`src/rtl/cpu_pkg.sv`:
```
// -----------------------------------------------------------------------------
// cpu_pkg
// Shared CPU definitions used by the ALU arbiter slice:
//   DATA_W / OP_W  : ALU operand and opcode widths
//   OP_*           : ALU opcode encodings, OP_MAX is the highest legal opcode
//   arb_state_e    : arbiter FSM state encoding (IDLE / EXEC / RESP)
//   op_illegal()   : flags opcodes beyond OP_MAX
// -----------------------------------------------------------------------------
package cpu_pkg;

   localparam int DATA_W = 8;
   localparam int OP_W   = 4;

   localparam logic [OP_W-1:0] OP_ADD  = 4'd0;
   localparam logic [OP_W-1:0] OP_SUB  = 4'd1;
   localparam logic [OP_W-1:0] OP_AND  = 4'd2;
   localparam logic [OP_W-1:0] OP_OR   = 4'd3;
   localparam logic [OP_W-1:0] OP_XOR  = 4'd4;
   localparam logic [OP_W-1:0] OP_NOT  = 4'd5;
   localparam logic [OP_W-1:0] OP_SHL  = 4'd6;
   localparam logic [OP_W-1:0] OP_SHR  = 4'd7;
   localparam logic [OP_W-1:0] OP_ADDI = 4'd8;
   localparam logic [OP_W-1:0] OP_XORI = 4'd9;
   localparam logic [OP_W-1:0] OP_MAX  = OP_XORI;

   typedef enum logic [1:0] {
      IDLE = 2'd0,
      EXEC = 2'd1,
      RESP = 2'd2
   } arb_state_e;

   // Opcodes above OP_MAX still execute but are reported back as errors.
   function automatic logic op_illegal(input logic [OP_W-1:0] op);
      return (op > OP_MAX);
   endfunction

endpackage

```
`src/rtl/alu_arbiter_if.sv`:
```
// -----------------------------------------------------------------------------
// alu_arbiter_if
// Bundles the two requester channels, the shared response channel and the
// ALU connection of the ALU arbiter.
//   req0_* / req1_*  : valid/ready request channels (op, a, b)
//   rsp0_* / rsp1_*  : per-requester response valid/ready
//   rsp_*            : shared registered result, flags and error
//   alu_*            : drive to / result from the combinational ALU
//   ovf_sticky/ovf_clr : present only when ALU_ARB_STICKY_OVF_EN is defined
// Modports: slave = the arbiter, master = CPU control logic plus ALU.
// -----------------------------------------------------------------------------
interface alu_arbiter_if;
   import cpu_pkg::*;

   logic              req0_valid;
   logic              req0_ready;
   logic [OP_W-1:0]   req0_op;
   logic [DATA_W-1:0] req0_a;
   logic [DATA_W-1:0] req0_b;

   logic              req1_valid;
   logic              req1_ready;
   logic [OP_W-1:0]   req1_op;
   logic [DATA_W-1:0] req1_a;
   logic [DATA_W-1:0] req1_b;

   logic              rsp0_valid;
   logic              rsp0_ready;
   logic              rsp1_valid;
   logic              rsp1_ready;
   logic [DATA_W-1:0] rsp_result;
   logic              rsp_zero;
   logic              rsp_ovf;
   logic              rsp_err;

   logic [OP_W-1:0]   alu_op;
   logic [DATA_W-1:0] alu_a;
   logic [DATA_W-1:0] alu_b;
   logic [DATA_W-1:0] alu_result;
   logic              alu_zero;
   logic              alu_ovf;

`ifdef ALU_ARB_STICKY_OVF_EN
   logic [1:0]        ovf_sticky;
   logic [1:0]        ovf_clr;
`endif

   modport slave (
      input  req0_valid, req0_op, req0_a, req0_b,
      input  req1_valid, req1_op, req1_a, req1_b,
      input  rsp0_ready, rsp1_ready,
      input  alu_result, alu_zero, alu_ovf,
      output req0_ready, req1_ready,
      output rsp0_valid, rsp1_valid,
      output rsp_result, rsp_zero, rsp_ovf, rsp_err,
      output alu_op, alu_a, alu_b
`ifdef ALU_ARB_STICKY_OVF_EN
      ,
      output ovf_sticky,
      input  ovf_clr
`endif
   );

   modport master (
      output req0_valid, req0_op, req0_a, req0_b,
      output req1_valid, req1_op, req1_a, req1_b,
      output rsp0_ready, rsp1_ready,
      output alu_result, alu_zero, alu_ovf,
      input  req0_ready, req1_ready,
      input  rsp0_valid, rsp1_valid,
      input  rsp_result, rsp_zero, rsp_ovf, rsp_err,
      input  alu_op, alu_a, alu_b
`ifdef ALU_ARB_STICKY_OVF_EN
      ,
      input  ovf_sticky,
      output ovf_clr
`endif
   );

endinterface

```
`src/rtl/alu_arbiter_rr_pick2.sv`:
```
// -----------------------------------------------------------------------------
// rr_pick2
// Two-input round-robin selector.
//   valid_i[1:0]  : request valids
//   last_grant_i  : requester served most recently
//   winner_o      : selected requester (0 when nothing is valid)
//   any_valid_o   : at least one requester is valid
// -----------------------------------------------------------------------------
module rr_pick2 (
   input  logic [1:0] valid_i,
   input  logic       last_grant_i,
   output logic       winner_o,
   output logic       any_valid_o
);

   // Lone requester wins outright; on contention the one not served last wins.
   always_comb begin
      any_valid_o = |valid_i;
      case (valid_i)
         2'b01:   winner_o = 1'b0;
         2'b10:   winner_o = 1'b1;
         2'b11:   winner_o = ~last_grant_i;
         default: winner_o = 1'b0;
      endcase
   end

endmodule

```
`src/rtl/alu_arbiter.sv`:
```
// -----------------------------------------------------------------------------
// alu_arbiter
// Shares one combinational 8-bit ALU between requester 0 (instruction execute)
// and requester 1 (address/auxiliary) using round-robin arbitration.
// Flow: IDLE accepts the winner and latches op/a/b, EXEC drives the ALU for
// one cycle and registers result/flags, RESP holds the response for the owner
// until it is accepted.
// Ports:
//   clk  : system clock, rising edge
//   rst  : asynchronous active-high reset
//   bus  : alu_arbiter_if.slave (request, response and ALU signals)
// Optional feature macro: ALU_ARB_STICKY_OVF_EN adds per-requester sticky
// overflow bits (bus.ovf_sticky) with clear inputs (bus.ovf_clr).
// -----------------------------------------------------------------------------
module alu_arbiter
   import cpu_pkg::*;
(
   input  logic          clk,
   input  logic          rst,
   alu_arbiter_if.slave  bus
);

   arb_state_e        state_q, state_d;
   logic              last_grant_q, last_grant_d;
   logic              owner_q, owner_d;
   logic [OP_W-1:0]   op_q, op_d;
   logic [DATA_W-1:0] a_q, a_d;
   logic [DATA_W-1:0] b_q, b_d;
   logic              err_q, err_d;
   logic [DATA_W-1:0] result_q, result_d;
   logic              zero_q, zero_d;
   logic              ovf_q, ovf_d;

   logic              winner_s;
   logic              any_valid_s;
   logic [OP_W-1:0]   win_op_s;
   logic [DATA_W-1:0] win_a_s;
   logic [DATA_W-1:0] win_b_s;
   logic              rsp_ready_s;
   logic              idle_s;

   rr_pick2 u_pick (
      .valid_i      ({bus.req1_valid, bus.req0_valid}),
      .last_grant_i (last_grant_q),
      .winner_o     (winner_s),
      .any_valid_o  (any_valid_s)
   );

   // Reset is folded in so ready reads 0 while reset is held.
   assign idle_s = (state_q == IDLE) && !rst;

   assign bus.req0_ready = idle_s && !winner_s && bus.req0_valid;
   assign bus.req1_ready = idle_s &&  winner_s && bus.req1_valid;
   assign bus.rsp0_valid = (state_q == RESP) && !owner_q;
   assign bus.rsp1_valid = (state_q == RESP) &&  owner_q;
   assign bus.rsp_result = result_q;
   assign bus.rsp_zero   = zero_q;
   assign bus.rsp_ovf    = ovf_q;
   assign bus.rsp_err    = err_q;
   // ALU inputs come straight from the latched operands, so they only change
   // on an accept and stay quiet in IDLE and RESP.
   assign bus.alu_op     = op_q;
   assign bus.alu_a      = a_q;
   assign bus.alu_b      = b_q;

   // Payload of the current winner and response ready of the current owner.
   always_comb begin
      if (winner_s) begin
         win_op_s = bus.req1_op;
         win_a_s  = bus.req1_a;
         win_b_s  = bus.req1_b;
      end else begin
         win_op_s = bus.req0_op;
         win_a_s  = bus.req0_a;
         win_b_s  = bus.req0_b;
      end
      if (owner_q) begin
         rsp_ready_s = bus.rsp1_ready;
      end else begin
         rsp_ready_s = bus.rsp0_ready;
      end
   end

   // Next-state and datapath-register logic for the IDLE/EXEC/RESP FSM.
   always_comb begin
      state_d      = state_q;
      last_grant_d = last_grant_q;
      owner_d      = owner_q;
      op_d         = op_q;
      a_d          = a_q;
      b_d          = b_q;
      err_d        = err_q;
      result_d     = result_q;
      zero_d       = zero_q;
      ovf_d        = ovf_q;
      case (state_q)
         IDLE: begin
            // In IDLE the winner is always valid, so any_valid means accept.
            if (any_valid_s) begin
               owner_d = winner_s;
               op_d    = win_op_s;
               a_d     = win_a_s;
               b_d     = win_b_s;
               err_d   = op_illegal(win_op_s);
               state_d = EXEC;
            end else begin
               state_d = IDLE;
            end
         end
         EXEC: begin
            result_d = bus.alu_result;
            zero_d   = bus.alu_zero;
            ovf_d    = bus.alu_ovf;
            state_d  = RESP;
         end
         RESP: begin
            if (rsp_ready_s) begin
               last_grant_d = owner_q;
               state_d      = IDLE;
            end else begin
               state_d = RESP;
            end
         end
         default: begin
            state_d = IDLE;
         end
      endcase
   end

   // State and datapath registers.
   always_ff @(posedge clk or posedge rst) begin
      if (rst) begin
         state_q      <= IDLE;
         last_grant_q <= 1'b1;
         owner_q      <= 1'b0;
         op_q         <= 4'd0;
         a_q          <= 8'h00;
         b_q          <= 8'h00;
         err_q        <= 1'b0;
         result_q     <= 8'h00;
         zero_q       <= 1'b0;
         ovf_q        <= 1'b0;
      end else begin
         state_q      <= state_d;
         last_grant_q <= last_grant_d;
         owner_q      <= owner_d;
         op_q         <= op_d;
         a_q          <= a_d;
         b_q          <= b_d;
         err_q        <= err_d;
         result_q     <= result_d;
         zero_q       <= zero_d;
         ovf_q        <= ovf_d;
      end
   end

`ifdef ALU_ARB_STICKY_OVF_EN
   logic [1:0] sticky_q, sticky_d;
   logic [1:0] sticky_set_s;

   // A set on the same edge as a clear wins.
   always_comb begin
      sticky_set_s = 2'b00;
      if ((state_q == RESP) && rsp_ready_s && ovf_q) begin
         sticky_set_s[owner_q] = 1'b1;
      end else begin
         sticky_set_s = 2'b00;
      end
      sticky_d = (sticky_q & ~bus.ovf_clr) | sticky_set_s;
   end

   // Sticky overflow register.
   always_ff @(posedge clk or posedge rst) begin
      if (rst) begin
         sticky_q <= 2'b00;
      end else begin
         sticky_q <= sticky_d;
      end
   end

   assign bus.ovf_sticky = sticky_q;
`endif

endmodule

```
`src/flat_wrapper.sv`:
```
// flat-port wrapper written by rule: the top's interface ports become plain ports
module alu_arbiter_flat import cpu_pkg::*;
  (clk, rst, bus_req0_valid, bus_req0_op, bus_req0_a, bus_req0_b, bus_req1_valid, bus_req1_op, bus_req1_a, bus_req1_b, bus_rsp0_ready, bus_rsp1_ready, bus_alu_result, bus_alu_zero, bus_alu_ovf, bus_req0_ready, bus_req1_ready, bus_rsp0_valid, bus_rsp1_valid, bus_rsp_result, bus_rsp_zero, bus_rsp_ovf, bus_rsp_err, bus_alu_op, bus_alu_a, bus_alu_b);
  alu_arbiter_if bus_i ();
  input  logic clk;
  input  logic rst;
  input wire logic [$bits(bus_i.req0_valid)-1:0] bus_req0_valid;
  input wire logic [$bits(bus_i.req0_op)-1:0] bus_req0_op;
  input wire logic [$bits(bus_i.req0_a)-1:0] bus_req0_a;
  input wire logic [$bits(bus_i.req0_b)-1:0] bus_req0_b;
  input wire logic [$bits(bus_i.req1_valid)-1:0] bus_req1_valid;
  input wire logic [$bits(bus_i.req1_op)-1:0] bus_req1_op;
  input wire logic [$bits(bus_i.req1_a)-1:0] bus_req1_a;
  input wire logic [$bits(bus_i.req1_b)-1:0] bus_req1_b;
  input wire logic [$bits(bus_i.rsp0_ready)-1:0] bus_rsp0_ready;
  input wire logic [$bits(bus_i.rsp1_ready)-1:0] bus_rsp1_ready;
  input wire logic [$bits(bus_i.alu_result)-1:0] bus_alu_result;
  input wire logic [$bits(bus_i.alu_zero)-1:0] bus_alu_zero;
  input wire logic [$bits(bus_i.alu_ovf)-1:0] bus_alu_ovf;
  output wire logic [$bits(bus_i.req0_ready)-1:0] bus_req0_ready;
  output wire logic [$bits(bus_i.req1_ready)-1:0] bus_req1_ready;
  output wire logic [$bits(bus_i.rsp0_valid)-1:0] bus_rsp0_valid;
  output wire logic [$bits(bus_i.rsp1_valid)-1:0] bus_rsp1_valid;
  output wire logic [$bits(bus_i.rsp_result)-1:0] bus_rsp_result;
  output wire logic [$bits(bus_i.rsp_zero)-1:0] bus_rsp_zero;
  output wire logic [$bits(bus_i.rsp_ovf)-1:0] bus_rsp_ovf;
  output wire logic [$bits(bus_i.rsp_err)-1:0] bus_rsp_err;
  output wire logic [$bits(bus_i.alu_op)-1:0] bus_alu_op;
  output wire logic [$bits(bus_i.alu_a)-1:0] bus_alu_a;
  output wire logic [$bits(bus_i.alu_b)-1:0] bus_alu_b;
  assign bus_i.req0_valid = bus_req0_valid;
  assign bus_i.req0_op = bus_req0_op;
  assign bus_i.req0_a = bus_req0_a;
  assign bus_i.req0_b = bus_req0_b;
  assign bus_i.req1_valid = bus_req1_valid;
  assign bus_i.req1_op = bus_req1_op;
  assign bus_i.req1_a = bus_req1_a;
  assign bus_i.req1_b = bus_req1_b;
  assign bus_i.rsp0_ready = bus_rsp0_ready;
  assign bus_i.rsp1_ready = bus_rsp1_ready;
  assign bus_i.alu_result = bus_alu_result;
  assign bus_i.alu_zero = bus_alu_zero;
  assign bus_i.alu_ovf = bus_alu_ovf;
  assign bus_req0_ready = bus_i.req0_ready;
  assign bus_req1_ready = bus_i.req1_ready;
  assign bus_rsp0_valid = bus_i.rsp0_valid;
  assign bus_rsp1_valid = bus_i.rsp1_valid;
  assign bus_rsp_result = bus_i.rsp_result;
  assign bus_rsp_zero = bus_i.rsp_zero;
  assign bus_rsp_ovf = bus_i.rsp_ovf;
  assign bus_rsp_err = bus_i.rsp_err;
  assign bus_alu_op = bus_i.alu_op;
  assign bus_alu_a = bus_i.alu_a;
  assign bus_alu_b = bus_i.alu_b;
  alu_arbiter u_core (.clk(clk), .rst(rst), .bus(bus_i));
endmodule
```
`config.mk`:
```
export PLATFORM = sky130hd
export DESIGN_NAME = alu_arbiter_flat
export DESIGN_NICKNAME = d
export VERILOG_FILES = /design/src/rtl/cpu_pkg.sv /design/src/rtl/alu_arbiter_if.sv /design/src/rtl/alu_arbiter_rr_pick2.sv /design/src/rtl/alu_arbiter.sv /design/src/flat_wrapper.sv
export SDC_FILE = /design/constraint.sdc
export NUM_CORES = 1
export LEC_CHECK = 0
export ABC_AREA = 1
export CAP_MARGIN = 30
export CORE_AREA = 3 3 70 72
export CTS_CLUSTER_DIAMETER = 80
export DETAILED_ROUTE_END_ITERATION = 8
export DIE_AREA = 0 0 73 75
export PLACE_DENSITY = 0.78
export RECOVER_POWER = 50
export SLEW_MARGIN = 20
export SYNTH_ARGS = -nofsm -noshare
export SYNTH_HDL_FRONTEND = slang
export SYNTH_SLANG_ARGS = --single-unit
```
`constraint.sdc`:
```
create_clock -name clk -period 1.6 [get_ports clk]
set_clock_uncertainty 0.1 [all_clocks]
set_input_delay 0.16 -clock clk [delete_from_list [all_inputs] [get_ports clk]]
set_output_delay 0.16 -clock clk [all_outputs]
set_load 0.01 [all_outputs]
```
After elaboration in Yosys (flattened, before gate mapping)
Index checks and enable logic that the tools add are counted.
Operators by class
  bitwise logic cells: 1
  reductions and logical operators: 14
  mux-type cells: 8
  eq/ne operators: 4
  $lt $le $gt $ge: 1
Operators with widths (number)
  8-bit two-way mux: 2
  1-bit logical AND: 7
  2-bit == test, second input constant: 3
  2-bit case mux with 3 select lines: 1
  4-bit > comparator, second input constant: 1
  4-bit two-way mux: 1
  2-bit AND reduction: 2
  1-bit logical NOT: 3
  2-bit by 1-bit == test with 1-bit output, second input constant: 1
  2-bit logical NOT: 1
  1-bit two-way mux: 2
  2-bit two-way mux: 1
  1-bit case mux with 2 select lines: 1
  2-bit OR reduction: 1
  1-bit inverter: 1
Word-level totals
  word-level logic and storage cells: 38
  input bits: 56
  output and inout bits: 35
  flip-flop bits (word level): 35

Longest topological paths before layout
Gate-level depths: netlist of run 1.
  depth after elaboration: 5
  mapped depth: 8
  gate-level depth less buffers: 7

By module
A second synthesis of run 1 with hierarchy kept.
Second synthesis, totals
  cells, all modules: 228
  area total of the unflattened synthesis: 1686.6 um2
By module, submodules not included
  alu_arbiter: seq. area each 877.1 um2, cells each 225, area an instance 1671.6 um2, times used 1
  rr_pick2: seq. area each 0.0 um2, cells each 3, area an instance 15.0 um2, times used 1

Worst setup path before layout of run 1
Ideal clock, no wire load.
  kind: input -> output
  from: input rst
  to: output bus_req0_ready
  required time: 1.340 ns
  path buffers: 0
  cell stages on the path: 3
  data arrival time: 1.253 ns
  slack: 0.087 ns
  cell sequence: inv_1 nand3_1 nor2_1
Between the ends
  cells in the longest elaborated chain, start to end: 4
Ends and longest elaborated chain
  from (decl): line flat_wrapper.sv:6  | input logic rst;
  1-bit logical NOT: line alu_arbiter.sv:50  | assign idle_s = (state_q == IDLE) && !rst;
  1-bit logical AND: line alu_arbiter.sv:50
  1-bit logical AND (2 in a row): line alu_arbiter.sv:52  | assign bus.req0_ready = idle_s && !winner_s && bus.req0_valid;
  to (decl): line flat_wrapper.sv:20  | output wire logic [$bits(bus_i.req0_ready)-1:0] bus_req0_ready;
Every way passes these cells.

Worst setup path in the final report of run 1
  from: register u_core.result_q[4] (netlist: u_core.bus.rsp_result[4])
  to: output bus_rsp_result[4]
RTL lines
  from (decl): line alu_arbiter.sv:30  | logic [DATA_W-1:0] result_q, result_d;
  from (signal assigned): line alu_arbiter.sv:151  | result_q <= result_d;
  to (decl): line flat_wrapper.sv:24  | output wire logic [$bits(bus_i.rsp_result)-1:0] bus_rsp_result;
No word-level cell between the ends.

==> results of run 1 <==
[worst register-to-register path: cells and delay by family, from the launching register on]
kind	cells	cell delay (ns)
simple gates	7	0.47
buf+inv	1	0.22
flops	1	0.55
[worst max path at each step]
stage,from,to,slack [ns],cells past startpoint
after global routing,u_core.state_q[1],bus_req0_ready,-0.005,6
after floorplan,rst,bus_req0_ready,0.09,3
after CTS,u_core.last_grant_q,u_core.bus.rsp_err,0.04,8
after detailed placement,bus_req0_valid,bus_req1_ready,-0.18,7
after global placement,bus_req0_valid,bus_req1_ready,-0.15,7
final,u_core.bus.rsp_result[4],bus_rsp_result[4],0.08,1
[through the flow]
step,util (%),power (mW),cells
3_3_place_gp,60.6,3.89,335
5_1_grt,62.5,4.87,343
2_1_floorplan,-,2.74,192
4_1_cts,62.3,4.58,343
6_report,62.5,4.50,343
3_5_place_dp,60.6,3.97,335
[state kept, by name, indices dropped and copies added (netlist names)]
register / cells
u_core.bus.alu_a: 8
u_core.bus.alu_b: 8
u_core.bus.rsp_result: 8
u_core.bus.alu_op: 4
u_core.state_q: 2
u_core.bus.rsp_err: 1
u_core.bus.rsp_ovf: 1
u_core.bus.rsp_zero: 1
u_core.last_grant_q: 1
u_core.owner_q: 1
[metal layers]
metal | vias to the layer above | part of all wire (%) | track usage [%]
li1 | 797 | - | -
met1 | 701 | 41 | 18.9
met2 | 55 | 49 | 27.3
met3 | 2 | 9.7 | 7.21
met4 | 0 | 0.28 | 3.69
met5 | - | 0 | 0
[placed cells by master, fill, tap and decap left out]
cell type	Yosys	final
a21oi_1	1	1
buf_2	2	2
buf_4	4	6
buf_8	0	1
clkbuf_2	0	2
clkbuf_8	0	5
clkdlybuf4s15_1	0	1
clkdlybuf4s50_1	0	83
clkinv_2	0	3
dfrtp_1	34	34
dfstp_2	1	1
dlygate4sd2_1	0	1
dlygate4sd3_1	0	3
inv_1	27	26
inv_2	1	2
mux2_2	10	10
nand2_1	74	72
nand2_2	2	4
nand3_1	4	4
nand3b_1	1	1
nor2_1	4	3
nor2_2	2	3
nor2_4	1	1
o211ai_1	16	16
o21ai_0	5	5
o21ai_1	1	1
[power breakdown]
| group | internal (mW) | switching [mW] | total (mW) |
|---|---|---|---|
| combinational | 1.26 | 1.06 | 2.32 |
| sequential | 1.34 | 0.225 | 1.57 |
| clock | 0.298 | 0.309 | 0.606 |
| total | 2.91 | 1.59 | 4.50 |
[timing repair]
item / CTS / global route
setup endpoints to repair: 4 / 5
gates resized for setup: 11 / 6
pin swaps: 1 / 0
[cell families after synthesis]
| logic type | synth area share (%) |
|---|---|
| AO/OA/AOI/OAI | 9.29 |
| buffers and inverters | 10.0 |
| flip-flops | 52.5 |
| multiplexers | 6.75 |
| AND/OR/NAND/NOR | 21.4 |
[area by class of cell]
type                       count  area [um^2]
fill                         401         1630
clock inverter                 3         15.0
sequential                    35          877
timing repair buffer          99          960
tap                           52         65.1
inverter                      28          105
clock buffer                   5         68.8
multi-input combinational    121          632
==> qor.csv, run 1 <==
stage;metric;value;unit
yosys;share of the yosys chip area belonging to registers;52.5;%
setup_path;CP delay by family, top;buffers and inverters;
layout;diode count;0;
setup_path;Data arrival, critical path;1.26;ns
yosys;area leader, netlist;dfrtp_1;
setup_path;worst r2r dst;u_core.bus.rsp_err;
worst_hold_path;Worst Hold Class;input pin to flop;
setup_path;crit-path max FO;2;
placement;dpl cell area;0.00264;mm^2
placement;worst slack at placement;-0.181;ns
placement;Detail Placement HPWL;3.27;mm
detailed_routing;total number of vias;1555;
power;pwr dens;1650;mW/mm^2
floorplanning;Ports;91;
clock_network;TritonCTS clock tree;yes;
placement;Port Buffer Count;90;
worst_hold_path;hold depth;3;
setup_path;slowest library cell on the worst path;dlygate4sd3_1;
detailed_routing;Via-to-Cell Ratio;4.53;
power;static leakage;1.33;nW
timing;Fin. Hold Viols;0;
setup_path;CP cell instances;dlygate4sd3_1;
global_routing;Overflow after GRT;0;
global_routing;initial antenna violation count;0;
detailed_routing;Initial DRC Count;36;
floorplanning;number of core rows;24;
power;maximum vdd drop;1000;uV
setup_path;Reg2Reg Depth;8;
detailed_routing;1st-pass router iterations;4;
detailed_routing;Remaining DRCs;0;
floorplanning;area of the core;0.00435;mm^2
global_routing;largest net degree at the start of global routing;36;
floorplanning;Die Height;75;um
yosys;prevailing post-synth register cell;dfrtp_1;
global_routing;vias in the first global route;1541;
setup_path;Startpoint Class;flop;
clock_network;number of buffers created by CTS;5;
timing;Hold WS;0.341;ns
yosys;top post-synthesis cells by count;nand2_1 (74), dfrtp_1 (34), inv_1 (27), o211ai_1 (16), mux2_2 (10);
yosys;Mapped Area;0.00167;mm^2
timing;relative slew slack;41.5;%
setup_path;flop-to-flop setup slack;0.17;ns
layout;synth-to-layout area growth;63.1;%
yosys;Post-synth ARST share;100;%
timing;Tmin final;1.52;ns
timing;Achievable Freq;0.659;GHz
yosys;synth top area cells;dfrtp_1 (51%), nand2_1 (17%), o211ai_1 (7.2%), mux2_2 (6.7%), inv_1 (6.1%);
status;outcome;complete, no violations;
yosys;Yosys top cell area share;51.0;%
layout;final instance area;0.00272;mm^2
setup_path;Worst Path Buf+Inv;1;
timing;Least-Margin Pin Slew;0.878;ns
yosys;Synth warnings;0;
floorplanning;starting density of the core;38.3;%
placement;gpl congestion;0.700;
yosys;Mapped Nets;248;
clock_network;Max Buffers Root-to-Sink;2;
job;# Max-Cap Violations;0;
clock_network;Skew-Pair Late Insertion Delay;0.28;ns
setup_path;CP required;1.34;ns
yosys;number of synthesized flops with an enable pin;0;
clock_network;CTS root buf;clkbuf_8;
setup_path;critical path endpoint category;output port;
clock_network;H-tree depth;2;
global_routing;total track usage;16.2;%
timing;final period utilization;94.8;%
layout;share of cells above drive strength 1;13.7;%
floorplanning;Die X-Extent;73;um
yosys;FF+latch count, synth;35;
yosys;count leader, synth;nand2_1;
setup_path;CP max stage delay;0.60;ns
yosys;synth unique cells;19;
clock_network;Hold Buf Count CTS;0;
yosys;Avg Cell Area, Syn;8.69;um^2
global_routing;first-pass GRT wire length;6.76;mm
detailed_routing;Routed WL per cell;12.4;um
setup_path;FF-to-FF Start;u_core.last_grant_q;
clock_network;Worst-path clk slew;0.07;ns
clock_network;clk sink count;35;
setup_path;Setup CP Type;flop to output port;
timing;Setup TNS;0;ns
clock_network;post-CTS repair timing setup buffer count;0;
timing;Final Slew Violations;0;
layout;Nets;346;
detailed_routing;number of nets with antenna violations after routing;0;
timing;final setup margin;0.0834;ns
worst_hold_path;Hold Startpoint;bus_rsp1_ready;
timing;final setup vio count;0;
worst_hold_path;hold path endpoint;u_core.last_grant_q;
yosys;Post-Syn Instances;192;
detailed_routing;final wirelength;4.24;mm
floorplanning;full die area;0.00548;mm^2
Note: power is estimated with default switching activity, not from simulation.
==> inputs of run 2 (changes only) <==
Settings changed: HOLD_SLACK_MARGIN set to 0.06.
==> results of run 2 <==
The final DEF is identical to that of run 1; final timing and power are the same.
==> inputs of run 3 (changes only) <==
Settings changed: CELL_PAD_IN_SITES_DETAIL_PLACEMENT set to 0, CELL_PAD_IN_SITES_GLOBAL_PLACEMENT set to 1, CORE_AREA 3 3 70 72 to 3 3 83 85, DIE_AREA 0 0 73 75 to 0 0 86 88, PLACE_DENSITY 0.78 to unset, PLACE_DENSITY_LB_ADDON set to 0.1, SLEW_MARGIN 20 to 10.
==> run 3 against run 2 <==
- wire length increased by 3.3%
- global-route usage decreased by 3.6 points
- die area increased by 38%
- maximum frequency up 0.13%
- critical path depth stayed put
- worst setup slack better by 0.0019 ns
- combinational power about the same
- register-to-register slack got worse by 0.05 ns
- sequential share of layout area fell by 0.52 points
- design area increased by 1.7%
- critical endpoint is now bus_alu_b[5]
==> qor.csv, run 3 (synthesis gave the netlist of run 1 again) <==
stage;metric;value;unit
status;outcome;complete, no violations;
power;Net Switching;1.56;mW
clock_network;Skew-Pair Late Insertion Delay;0.28;ns
power;static leakage;1.33;nW
clock_network;number of buffers created by CTS;5;
setup_path;Setup CP Type;flop to output port;
detailed_routing;Routed WL per cell;11.9;um
setup_path;CP cell instances;dlygate4sd3_1;
timing;final period utilization;94.7;%
global_routing;vias in the first global route;1491;
setup_path;crit-path max FO;2;
worst_hold_path;Hold Startpoint;bus_rsp1_ready;
layout;commonest non-fill, non-tap cell in the layout;clkdlybuf4s50_1;
clock_network;H-tree depth;2;
setup_path;CP delay by family, top;buffers and inverters;
detailed_routing;1st-pass router iterations;3;
timing;relative slew slack;41.7;%
clock_network;Worst-path clk slew;0.07;ns
setup_path;Reg2Reg Depth;8;
timing;Final Slew Violations;0;
setup_path;Worst Path Buf+Inv;1;
power;clock network fraction of design power;16.4;%
worst_hold_path;hold depth;3;
placement;Detail Placement HPWL;3.25;mm
detailed_routing;number of nets with antenna violations after routing;0;
timing;RSZ-0062 raised after global routing;false;
global_routing;Overflow after GRT;0;
power;internal cell power;3.07;mW
power;maximum vdd drop;696;uV
setup_path;CP required;1.34;ns
setup_path;Startpoint Class;flop;
detailed_routing;final wirelength;4.38;mm
timing;Fin. Hold Viols;0;
placement;gpl congestion;0.719;
placement;worst slack at placement;-0.170;ns
detailed_routing;wire length on met1;1.99;mm
power;switch share;33.7;%
timing;Least-Margin Pin Slew;0.874;ns
clock_network;clk sink count;35;
clock_network;post-CTS repair timing setup buffer count;0;
setup_path;CP max stage delay;0.61;ns
timing;final setup vio count;0;
setup_path;FF-to-FF Start;u_core.last_grant_q;
detailed_routing;Remaining DRCs;0;
clock_network;TritonCTS clock tree;yes;
timing;final setup margin;0.0853;ns
power;pwr dens;1670;mW/mm^2
detailed_routing;Via-to-Cell Ratio;4.14;
layout;share of cells above drive strength 1;12.4;%
layout;Filler cells;632;
floorplanning;number of core rows;29;
timing;Achievable Freq;0.660;GHz
setup_path;Data arrival, critical path;1.25;ns
layout;register area;877;um^2
setup_path;worst r2r dst;u_core.bus.rsp_err;
detailed_routing;Initial DRC Count;31;
global_routing;initial antenna violation count;0;
timing;Tmin final;1.51;ns
global_routing;largest net degree at the start of global routing;36;
floorplanning;Ports;91;
placement;Port Buffer Count;90;
worst_hold_path;hold path endpoint;u_core.last_grant_q;
clock_network;CTS root buf;clkbuf_8;
worst_hold_path;Worst Hold Class;input pin to flop;
floorplanning;starting density of the core;26.6;%
detailed_routing;wire length on met3;439;um
detailed_routing;top sig layer;met4;
setup_path;critical path endpoint category;output port;
layout;diode count;0;
layout;multi-input logic area;627;um^2
power;Seq pwr share;33.8;%
floorplanning;Die X-Extent;86;um
layout;synth-to-layout area growth;65.8;%
clock_network;Max Buffers Root-to-Sink;2;
power;Tot Pwr;4.63;mW
detailed_routing;metal2 WL;1.89;mm
layout;Nets;346;
setup_path;slowest library cell on the worst path;dlygate4sd3_1;
floorplanning;full die area;0.00757;mm^2
global_routing;total track usage;12.5;%
detailed_routing;total number of vias;1525;
floorplanning;Die Height;88;um
setup_path;flop-to-flop setup slack;0.12;ns
job;# Max-Cap Violations;0;
floorplanning;area of the core;0.00628;mm^2
power;logic gate share of total power;49.8;%
global_routing;first-pass GRT wire length;7.39;mm
layout;most frequent cells in the layout;clkdlybuf4s50_1 (83), nand2_1 (73), dfrtp_1 (34), inv_1 (26), o211ai_1 (16);
==> run 3: changes by cell type in the layout (fill, tap and decap cells not counted) <==
cell / delta
nor2_1: +1
nand2_1: +1
buf_6: +1
bufinv_16: +1
nand2_2: -1
buf_8: -1
clkbuf_1: +2
nor2_2: -1
clkinv_2: -3
==> run 3: how the worst max path moves through the flow <==
stage | end | slack, ns | startpoint | cells after the start
2_1_floorplan | bus_req0_ready | 0.09 | rst | 3
3_5_place_dp | bus_req1_ready | -0.17 | bus_req0_valid | 7
3_3_place_gp | bus_req1_ready | -0.16 | bus_req0_valid | 7
5_1_grt | bus_rsp1_valid | 0.001 | u_core.state_q[0] | 4
6_report | bus_alu_b[5] | 0.09 | u_core.bus.alu_b[5] | 1
4_1_cts | u_core.bus.rsp_err | 0.02 | u_core.last_grant_q | 8
==> run 3: routing by layer <==
layer  vias up  track usage (%)
met1       672             17.3
met5         -                0
met3         6             5.36
li1        795                -
met2        52             17.4
met4         0             4.32
==> run 3: repair_timing <==
item | in CTS | in global routing
endpoints found under the setup margin | 4 | 20
gates cloned | 0 | 0
pin swaps | 0 | 1
hold buffers | 0 | 0
resized for setup | 10 | 4
==> run 3: through the flow <==
stage / utilization, % / instance area [um^2] / std cells / TNS, ns / hold WS (ns)
2_1_floorplan: - / 1670 / 192 / 0 / 0.155
6_report: 44.1 / 2770 / 368 / 0 / 0.326
4_1_cts: 44.1 / 2770 / 368 / 0 / 0.261
3_3_place_gp: 42.6 / 2670 / 360 / -1.04 / 0.364
3_5_place_dp: 42.6 / 2670 / 360 / -1.13 / 0.364
5_1_grt: 44.1 / 2770 / 368 / 0 / 0.318
==> run 3: power groups by stage <==
stage | combinational [mW] | clock [mW] | sequential (mW)
after floorplan | 0.980 | 0 | 1.76
after global placement | 2.39 | 0 | 1.58
after detailed placement | 2.40 | 0 | 1.58
after CTS | 2.38 | 0.799 | 1.57
after global routing | 2.58 | 0.830 | 1.62
final | 2.30 | 0.758 | 1.57
==> run 3: layout make-up <==
class                      count  area share (%)
timing repair buffer          99            34.5
sequential                    35            31.7
multi-input combinational    121            22.6
inverter                      28            3.80
tap                           77            3.48
clock buffer                   7            2.76
clock inverter                 1            1.08
